<file path="config.mk">
export PLATFORM = sky130hd
export DESIGN_NAME = shift_add_mult_ctrl
export DESIGN_NICKNAME = d
export VERILOG_FILES = /design/src/rtl/mult_pkg.sv /design/src/rtl/ripple_adder.sv /design/src/rtl/shift_add_mult_ctrl.sv
export SDC_FILE = /design/constraint.sdc
export NUM_CORES = 1
export LEC_CHECK = 0
export CAP_MARGIN = 40
export CORE_ASPECT_RATIO = 1.25
export CORE_MARGIN = 3
export CORE_UTILIZATION = 53
export CTS_BUF_LIST = sky130_fd_sc_hd__clkbuf_16
export DETAILED_ROUTE_END_ITERATION = 12
export PLACE_DENSITY = 0.82
export SYNTH_ARGS = -nofsm -noshare
export SYNTH_HDL_FRONTEND = slang
export SYNTH_HIERARCHICAL = 1
export SYNTH_SLANG_ARGS = --single-unit
</file>
<file path="constraint.sdc">
create_clock -name clk -period 4.8 [get_ports clk]
set_input_delay 0.48 -clock clk [delete_from_list [all_inputs] [get_ports clk]]
set_output_delay 0.48 -clock clk [all_outputs]
set_load 0.005 [all_outputs]
</file>
<file path="src/rtl/mult_pkg.sv">
// Shared types and sizing helpers for the shift-and-add multiplier controller.
package mult_pkg;

  typedef enum logic [1:0] {IDLE, CALC, DONE} mult_state_t;

  // Iteration counter width; must reach N-1 without wrapping.
  function automatic int cnt_width(input int n);
    return (n < 2) ? 1 : $clog2(n);
  endfunction

endpackage

</file>
<file path="src/rtl/ripple_adder.sv">
// N-bit ripple-carry adder built from chained full-adder slices.
module ripple_adder #(
  parameter int N = 4
) (
  input  logic [N-1:0] a,
  input  logic [N-1:0] b,
  input  logic         c_in,
  output logic [N-1:0] s,
  output logic         c_out
);

  logic [N:0] carry;

  assign carry[0] = c_in;

  generate
    for (genvar gi = 0; gi < N; gi++) begin : g_slice
      assign s[gi]        = a[gi] ^ b[gi] ^ carry[gi];
      assign carry[gi+1]  = (a[gi] & b[gi]) | (carry[gi] & (a[gi] ^ b[gi]));
    end
  endgenerate

  assign c_out = carry[N];

endmodule

</file>
<file path="src/rtl/shift_add_mult_ctrl.sv">
// Multi-cycle unsigned multiplier: one N-bit adder reused over N shift-and-add
// iterations to build a 2N-bit product, with a start/ready/done handshake.
module shift_add_mult_ctrl
  import mult_pkg::*;
#(
  parameter int N = 4
) (
  input  logic           clk,
  input  logic           reset,
  input  logic           start,
  input  logic [N-1:0]   a,
  input  logic [N-1:0]   b,
  output logic           ready,
  output logic           busy,
  output logic           done,
  output logic [2*N-1:0] product
);

  localparam int CNT_W = cnt_width(N);

  mult_state_t      state_reg, state_next;
  logic [N-1:0]     mcand_reg, mcand_next;
  logic [2*N-1:0]   acc_reg, acc_next;
  logic [CNT_W-1:0] cnt_reg, cnt_next;
  logic [2*N-1:0]   product_reg, product_next;

  logic [N-1:0]     add_b;
  logic [N-1:0]     sum_s;
  logic             sum_c;
  logic [2*N-1:0]   acc_shift;

  assign add_b = acc_reg[0] ? mcand_reg : '0;

  ripple_adder #(.N(N)) u_adder (
    .a     (acc_reg[2*N-1:N]),
    .b     (add_b),
    .c_in  (1'b0),
    .s     (sum_s),
    .c_out (sum_c)
  );

  // Adder carry-out lands in the MSB, so the shifted accumulator never overflows.
  assign acc_shift = {sum_c, sum_s, acc_reg[N-1:1]};

  always_comb begin
    state_next   = state_reg;
    mcand_next   = mcand_reg;
    acc_next     = acc_reg;
    cnt_next     = cnt_reg;
    product_next = product_reg;
    case (state_reg)
      IDLE, DONE: begin
        if (start) begin
          mcand_next = a;
          acc_next   = {{N{1'b0}}, b};
          cnt_next   = '0;
          state_next = CALC;
        end else begin
          state_next = IDLE;
        end
      end
      CALC: begin
        acc_next = acc_shift;
        cnt_next = cnt_reg + 1'b1;
        if (cnt_reg == CNT_W'(N - 1)) begin
          product_next = acc_shift;
          state_next   = DONE;
        end
      end
      default: state_next = IDLE;
    endcase
  end

  always_ff @(posedge clk) begin
    if (reset) begin
      state_reg   <= IDLE;
      mcand_reg   <= '0;
      acc_reg     <= '0;
      cnt_reg     <= '0;
      product_reg <= '0;
    end else begin
      state_reg   <= state_next;
      mcand_reg   <= mcand_next;
      acc_reg     <= acc_next;
      cnt_reg     <= cnt_next;
      product_reg <= product_next;
    end
  end

  // Handshake outputs decode the state register only, so start never reaches done combinationally.
  assign ready   = (state_reg != CALC);
  assign busy    = (state_reg == CALC);
  assign done    = (state_reg == DONE);
  assign product = product_reg;

endmodule

</file>
== Word-level counts from Yosys, hierarchy flattened ==
Cells that the tools add are included.
Word-level totals
  bits in registers: 24
  input port bits: 11
  output and inout port bits: 11
  word-level logic and storage cells: 43
Operators by class
  $add $sub $neg: 1
  equal/unequal tests: 6
  multiplexer cells: 8
  bitwise gates (word level): 17
  reductions and logical operators: 6
Operator list (count)
  8-bit one-hot mux with 2 select lines: 1
  8-bit 2-to-1 mux: 1
  2-bit one-hot mux with 2 select lines: 2
  1-bit bitwise AND: 7
  1-bit bitwise XOR: 7
  2-bit AND reduction: 3
  2-bit equality test, second input constant: 2
  2-bit 2-to-1 mux: 2
  4-bit 2-to-1 mux: 1
  2-bit by 1-bit != test with 1-bit output, second input constant: 2
  1-bit bitwise OR: 3
  2-bit by 1-bit adder with 2-bit output, second input constant: 1
  2-bit by 1-bit equality test with 1-bit output, second input constant: 1
  2-bit zero test: 1
  2-bit != test, second input constant: 1
  2-bit nonzero test: 1
  2-bit OR reduction: 1
  1-bit 2-to-1 mux: 1

== Longest topological paths before layout ==
Gate-level depths: netlist of the first run.
  depth after elaboration: 9
  gate-level depth with buffers: 11
  mapped depth without buffers: 11

== Hierarchy ==
Netlist of the first run, hierarchy kept.
Modules (own cells, without submodules)
  shift_add_mult_ctrl: instances 1, cells each 117, area an instance 964.7 µm², sequential area each 480.5 µm²
  ripple_adder: instances 1, cells each 14, area an instance 117.6 µm², sequential area each 0.0 µm²

== Least setup slack after synthesis of the first run ==
No wires, ideal clock.
  path type: register -> register
  start: register acc_reg[0]
  end: register product_reg[6] (netlist: product[6])
  library setup time: 0.071 ns
  data arrival time: 2.129 ns
  required time: 4.729 ns
  slack: 2.600 ns
  stages on the path, launching flop included: 12
  path buffers: 0
  clock period less this slack: 2.200 ns
  path through: dfxtp_1 and2_1 fa_1 inv_1 fa_1 inv_1 fa_1 inv_1 fa_1 inv_1 nand3_1 a21oi_1
Between the ends
  word-level cells in the longest chain between the ends: 7
  elaborated cells on any way between the ends: 12
  those cells by class: mux (1); bitwise (11)
RTL lines
  start: declaration: line shift_add_mult_ctrl.sv:23  | logic [2*N-1:0] acc_reg, acc_next;
  start signal: assignment: line shift_add_mult_ctrl.sv:84  | acc_reg <= acc_next;
  4-bit 2-to-1 mux: line shift_add_mult_ctrl.sv:32  | assign add_b = acc_reg[0] ? mcand_reg : '0;
  net add_b[0]: line shift_add_mult_ctrl.sv:27  | logic [N-1:0] add_b;
  1-bit bitwise AND (2 in series): line ripple_adder.sv:19  | assign carry[gi+1] = (a[gi] & b[gi]) | (carry[gi] & (a[gi] ^ b[gi]));
  1-bit bitwise OR: line ripple_adder.sv:19
  1-bit bitwise AND: line ripple_adder.sv:19
  1-bit bitwise OR: line ripple_adder.sv:19
  1-bit bitwise XOR: line ripple_adder.sv:18  | assign s[gi] = a[gi] ^ b[gi] ^ carry[gi];
  net sum_s[3]: line shift_add_mult_ctrl.sv:28  | logic [N-1:0] sum_s;
  end signal: assignment: line shift_add_mult_ctrl.sv:86  | product_reg <= product_next;
  end: declaration: line shift_add_mult_ctrl.sv:25  | logic [2*N-1:0] product_reg, product_next;
The timed path passes the listed nets, and every way through them passes these cells.
A chain may end at the register's enable or synchronous reset.

== Worst setup path after layout of the first run ==
Same ends and word-level chain as after synthesis.

==> results.py, run 1 <==
metrics = {
    "routing": {
        "routed_via_density": 5.38,
        "drt_first_pass_iters": 5,
        "drt-total-wl_mm": 2.17,
        "vias": 899,
        "drt_iter0_drc": 12,
        "ant_nets": 0,
        "post_drt_wl_per_cell_um": 13.0,
        "drcViolationCount": 0,
    },
    "cells_and_area": {
        "final_util_pct": 72.2,
        "area_growth_pct": 23.5,
        "seq_area_um2": 480,
        "mostFrequentLayoutCell": "nand2_1",
        "fin_nets": 165,
        "fillCellCount": 152,
        "multi_input_area_um2": 497,
        "drive_above_1_share_pct": 3.38,
        "antenna_cells": 0,
        "final_cell_mix": "nand2_1, dfxtp_1, clkdlybuf4s50_1, a21oi_1, nand3_1",
    },
    "synthesis": {
        "avgSynthCellArea_um2": 8.26,
        "synth.cell_area_um2": 1080,
        "yosysUniqueCellTypes": 21,
        "yosysSeqAreaShare_pct": 44.4,
        "synthCells": 131,
        "yosys_warnings": 6,
        "synth_nets": 147,
        "ys_seq_elements": 24,
    },
    "clocking": {
        "cts.sinks": 24,
        "cts_tree": "done",
        "cts_resized": 0,
        "clk-insertion-delay-late_ns": 0.25,
        "cts-buffers-inserted": 3,
        "postCtsSetupBuffers": 0,
        "hold_buffers": 0,
        "clockRootBuffer": "clkbuf_16",
        "path_clk_slew_ns": 0.06,
        "htree_levels": 1,
        "clock_path_buffers": 2,
    },
    "placed_design": {
        "gp_congestion": 0.834,
        "hpwl_mm": 1.52,
        "portBuffers": 21,
    },
    "setup_path": {
        "critPathKind": "reg -> reg",
        "timing.rr.start": "acc_reg[0]$_SDFFE_PP0P_",
        "r2r_slack_ns": 2.44,
        "critPathLaunchType": "flop",
        "end_kind": "flop",
        "reg2reg_depth": 11,
        "critPathRequiredTime_ns": 4.97,
        "cp_max_fo": 5,
        "crit_arrival_ns": 2.53,
        "worstReg2RegEnd": "product[6]$_SDFFE_PP0P_",
    },
    "grt": {
        "grt_pass1_wl_mm": 3.69,
        "grt-ovfl-total": 0,
        "grt_max_degree": 25,
        "grt_usage_pct": 18.6,
        "busiest_layer": "met2",
        "met2_usage_pct": 33.5,
        "use_met3_pct": 1.92,
        "antenna_found_initial": 0,
        "first_global_vias": 895,
        "use_met1_pct": 21.4,
    },
    "run_status": {
        "outcome": "finished, final reports clean",
    },
    "timing": {
        "clock_skew_ns": 0.00161,
        "fmax_mhz": 424,
        "final.setup.tns_ns": 0,
        "worst_pin_slew_ns": 0.833,
        "hold_viol_final": 0,
        "slew_headroom_pct": 44.3,
        "timing_max_transition_violations_final": 0,
        "grt_setup_unrepaired": "no",
        "post-route-min-period_ns": 2.36,
        "post-route-period-util_pct": 49.1,
        "setup_viol": 0,
    },
    "floorplanning": {
        "die_area_um2": 2620,
        "ios": 22,
        "start_util_pct": 58.5,
        "core_um2": 1850,
        "die_w_um": 46.4,
        "fp.dieH_um": 56.5,
        "rows": 17,
    },
    "worst_hold_path": {
        "hold_path_class": "reg -> reg",
        "hp-start": "mcand_reg[3]$_SDFFE_PP0P_",
        "holdPathEnd": "mcand_reg[3]$_SDFFE_PP0P_",
        "hold_depth": 2,
    },
    "pwr": {
        "power_density_nw_per_um2": 324,
        "peakVddDrop_uv": 224,
        "power.leakage_nw": 0.499,
        "total_power_uw": 433,
    },
    "flow_run": {
        "maxCapViolCount": 0,
    },
}
==> synth_stat cells <==
| cell type | number | area [µm²] |
|---|---|---|
| nand2b_2 | 1 | 8.76 |
| nand2_1 | 29 | 109 |
| nand2b_1 | 2 | 12.5 |
| nand3_1 | 14 | 70.1 |
| nand3b_1 | 1 | 7.51 |
| o21a_1 | 1 | 7.51 |
| ha_1 | 1 | 12.5 |
| fa_1 | 4 | 80.1 |
| inv_1 | 10 | 37.5 |
| and2_1 | 4 | 25.0 |
| buf_6 | 3 | 33.8 |
| inv_6 | 1 | 8.76 |
| nor2b_1 | 2 | 12.5 |
| a311oi_1 | 4 | 35.0 |
| buf_2 | 2 | 10.0 |
| nor2_1 | 6 | 22.5 |
| clkbuf_1 | 2 | 7.51 |
| dfxtp_1 | 24 | 480 |
| a21oi_1 | 18 | 90.1 |
| buf_4 | 1 | 7.51 |
| conb_1 | 1 | 3.75 |
==> power breakdown <==
part	switching, mW	internal [mW]	total (mW)
logic	0.0232	0.0185	0.0417
registers	0.00564	0.207	0.212
clock network	0.0674	0.111	0.179
==> worst max path at each step <==
stage                                  from                      end  slack (ns)  depth (start not counted)
floorplan           acc_reg[0]$_SDFFE_PP0P_  product[6]$_SDFFE_PP0P_        2.60                         11
global placement    acc_reg[0]$_SDFFE_PP0P_  product[6]$_SDFFE_PP0P_        2.52                         11
detailed placement  acc_reg[0]$_SDFFE_PP0P_  product[6]$_SDFFE_PP0P_        2.46                         11
CTS                 acc_reg[0]$_SDFFE_PP0P_  product[6]$_SDFFE_PP0P_        2.45                         11
global route        acc_reg[0]$_SDFFE_PP0P_  product[6]$_SDFFE_PP0P_        2.28                         11
finish              acc_reg[0]$_SDFFE_PP0P_  product[6]$_SDFFE_PP0P_        2.44                         11
==> final cells by class <==
| cell class | instances | share of cell area, % |
|---|---|---|
| well taps | 19 | 1.78 |
| clock inverters | 1 | 0.281 |
| clock buffers | 3 | 5.62 |
| flip-flops and latches | 24 | 36.0 |
| inverters | 11 | 3.46 |
| repair buffers | 21 | 15.7 |
| multi-input cells | 88 | 37.2 |
==> routing by layer <==
layer  part of all wire (%)  up-vias
met1                     41      419
met5                      0        -
li1                       -      455
met2                     55       21
met4                   0.65        0
met3                    3.7        4
==> cells by family after synthesis <==
| group | count (synthesis) | share of synthesized area, % |
|---|---|---|
| other cells | 1 | 0.346 |
| simple gates | 59 | 24.7 |
| buf+inv | 19 | 9.71 |
| compound gates | 23 | 12.3 |
| flops | 24 | 44.4 |
| fa+ha+maj | 5 | 8.56 |
==> stage by stage <==
stage	hold WS [ns]	area [µm²]	std cells	setup slack (ns)
3_5_place_dp	0.446	1260	163	2.46
4_1_cts	0.454	1340	167	2.45
2_1_floorplan	0.432	1080	131	2.60
6_report	0.451	1340	167	2.44
3_3_place_gp	0.443	1260	163	2.52
5_1_grt	0.478	1340	167	2.28
==> critical path, stage by stage, from the launching register on <==
cell and delay, ns:
dfxtp_1 0.33, and2_1 0.17, fa_1 0.38, inv_1 0.08, fa_1 0.17, inv_1 0.06
fa_1 0.35, inv_1 0.07, fa_1 0.40, inv_1 0.08, nand3_1 0.06, a21oi_1 0.12
Note: power is estimated with default switching activity, not from simulation.
==> run 2, diff against run 1 <==
CORE_UTILIZATION = 49   (was 53)
PLACE_DENSITY = 0.77   (was 0.82)
clock period = 2.28 ns   (was 4.8 ns; I/O delays follow)
==> run 2 against run 1 <==
  * Flip-flop and latch count did not move
  * Maximum frequency rose by 6.2%
  * Critical endpoint unchanged
  * Global-route usage decreased by 0.92 points
  * Clock power up 110%
  * Largest power group unchanged
  * Utilization shrank 4.4 points
  * Critical path depth is the same
  * Routed wire length shrank 3.2%
  * First-iteration DRC count rose by 67%
  * Design area rose by 2.8%
  * Cell count is 1.8% higher
  * Register-to-register slack got worse by 2.4 ns
  * Clock-buffer cell count stayed put
==> results.py, run 2 (synthesis gave the netlist of run 1 again) <==
metrics = {
    "setup_path": {
        "slowest_delay_ns": 0.43,
        "path_buf_inv": 4,
        "cpMostUsedCell": "inv_2",
        "cp_max_fo": 2,
        "critPathLaunch": "acc_reg[0]$_SDFFE_PP0P_",
        "end_kind": "flop",
        "crit_chain": "and2_4 -> fa_2 -> inv_2 -> fa_1 -> inv_1 -> fa_2 -> inv_2 -> fa_1 -> inv_2 -> nand3_2 -> a21oi_2",
        "cp.depth": 11,
        "r2r_slack_ns": 0.06,
        "critPathLaunchType": "flop",
        "timing.rr.start": "acc_reg[0]$_SDFFE_PP0P_",
        "reg2reg_depth": 11,
        "cp-endpoint": "product[6]$_SDFFE_PP0P_",
        "worstReg2RegEnd": "product[6]$_SDFFE_PP0P_",
        "critPathKind": "reg -> reg",
        "crit_arrival_ns": 2.39,
        "critPathRequiredTime_ns": 2.45,
        "path_delay_family": "adder cells",
        "cpMaxStageDelayCell": "fa_1",
    },
    "timing": {
        "grt_setup_unrepaired": "yes",
        "fmax_mhz": 450,
        "post-route-min-period_ns": 2.22,
        "post-route-period-util_pct": 97.4,
        "timing_max_transition_violations_final": 0,
        "worst_pin_slew_ns": 0.872,
        "clock_skew_ns": 0.00268,
        "hold_viol_final": 0,
        "final.setup.tns_ns": 0,
        "slew_headroom_pct": 41.7,
        "setup_ws_ns": 0.0591,
        "setup_viol": 0,
    },
    "floorplanning": {
        "rows": 18,
        "start_util_pct": 53.4,
        "ios": 22,
        "die_area_um2": 2810,
        "fp.dieH_um": 58.5,
        "die_w_um": 48.0,
        "core_um2": 2030,
    },
    "grt": {
        "grt_usage_pct": 17.6,
        "grt_max_degree": 25,
        "antenna_found_initial": 0,
        "first_global_vias": 847,
        "grt-ovfl-total": 0,
        "grt_pass1_wl_mm": 3.58,
    },
    "cells_and_area": {
        "fillCellCount": 172,
        "seq_area_um2": 482,
        "antenna_cells": 0,
        "final_cell_mix": "nand2_1, dfxtp_1, clkdlybuf4s50_1, a21oi_1, nand3_1",
        "mostFrequentLayoutCell": "nand2_1",
        "fin_nets": 167,
        "multi_input_area_um2": 517,
        "final_cells": 170,
        "drive_above_1_share_pct": 11.3,
        "final_cell_area_um2": 1370,
        "area_growth_pct": 26.9,
    },
    "placed_design": {
        "placed_cell_area_um2": 1270,
        "portBuffers": 21,
        "gp_congestion": 0.748,
        "hpwl_mm": 1.43,
        "dp_cells": 166,
        "dp_slack_ns": -0.0180,
    },
    "clocking": {
        "cts_tree": "done",
        "path_clk_slew_ns": 0.06,
        "cts.sinks": 24,
        "htree_levels": 1,
        "hold_buffers": 0,
        "clockRootBuffer": "clkbuf_16",
        "clk-insertion-delay-late_ns": 0.26,
        "cts-buffers-inserted": 3,
        "clock_path_buffers": 2,
    },
    "worst_hold_path": {
        "hold_path_class": "reg -> reg",
    },
    "pwr": {
        "total_power_uw": 917,
        "power_density_nw_per_um2": 668,
        "peakVddDrop_uv": 482,
        "power.leakage_nw": 0.504,
    },
    "routing": {
        "drt_first_pass_iters": 4,
        "drcViolationCount": 0,
        "post_drt_wl_per_cell_um": 12.4,
        "routed_via_density": 5.31,
        "drt_iter0_drc": 20,
        "vias": 903,
        "drt-total-wl_mm": 2.10,
        "ant_nets": 0,
    },
    "run_status": {
        "outcome": "finished, final reports clean",
    },
    "flow_run": {
        "maxCapViolCount": 0,
    },
}
-- run 2: cell count changes in the layout (fill, tap and decap cells not counted), sizes merged --
cell	before	now
buf	0	2
-- run 2: report_power, final --
part | switching, mW | total, mW | internal [mW]
sequential | 0.0101 | 0.446 | 0.435
clock | 0.142 | 0.376 | 0.234
combinational | 0.0519 | 0.0957 | 0.0438
-- run 2: layout make-up --
type                       instances  share of cell area [%]
clock buffer                       3                    5.46
clock inverter                     1                   0.273
inverter                          11                    3.37
multi-input combinational         88                    37.6
sequential                        24                    35.1
tap                               20                    1.82
timing repair buffer              23                    16.4
-- run 2: through the flow --
stage	util, %	hold slack, ns
2_1_floorplan	-	0.300
3_3_place_gp	62.8	0.440
3_5_place_dp	62.8	0.443
4_1_cts	67.0	0.454
5_1_grt	67.8	0.468
6_report	67.8	0.451
-- run 2: timing repair --
action	CTS	global route
endpoints found under the setup margin	2	2
resized for setup	3	7
pin swaps	1	3
buffers inserted	0	0
-- run 2: worst min-delay path by stage --
stage                                    from                   endpoint  slack (ns)  cells past startpoint
global route          product[5]$_SDFFE_PP0P_    product[5]$_SDFFE_PP0P_        0.47                      2
finish              mcand_reg[1]$_SDFFE_PP0P_  mcand_reg[1]$_SDFFE_PP0P_        0.45                      2
global placement    mcand_reg[3]$_SDFFE_PP0P_  mcand_reg[3]$_SDFFE_PP0P_        0.44                      2
detailed placement  mcand_reg[0]$_SDFFE_PP0P_  mcand_reg[0]$_SDFFE_PP0P_        0.44                      2
floorplan                               reset    acc_reg[0]$_SDFFE_PP0P_        0.30                      1
CTS                 mcand_reg[1]$_SDFFE_PP0P_  mcand_reg[1]$_SDFFE_PP0P_        0.45                      2
-- run 2: metal layers --
metal | track usage (%) | share of wire, % | up-vias
met1 | 21.5 | 43 | 420
met2 | 28.7 | 52 | 21
met3 | 3.06 | 3.5 | 4
met4 | 8.85 | 1.9 | 0
li1 | - | - | 458
met5 | 0 | 0 | -
-- run 2: worst reg2reg max path, cell delays in order (launching register included) --
cell and delay (ns):
dfxtp_2 0.32, and2_4 0.15, fa_2 0.33, inv_2 0.06, fa_1 0.15, inv_1 0.05
fa_2 0.33, inv_2 0.06, fa_1 0.43, inv_2 0.07, nand3_2 0.06, a21oi_2 0.13
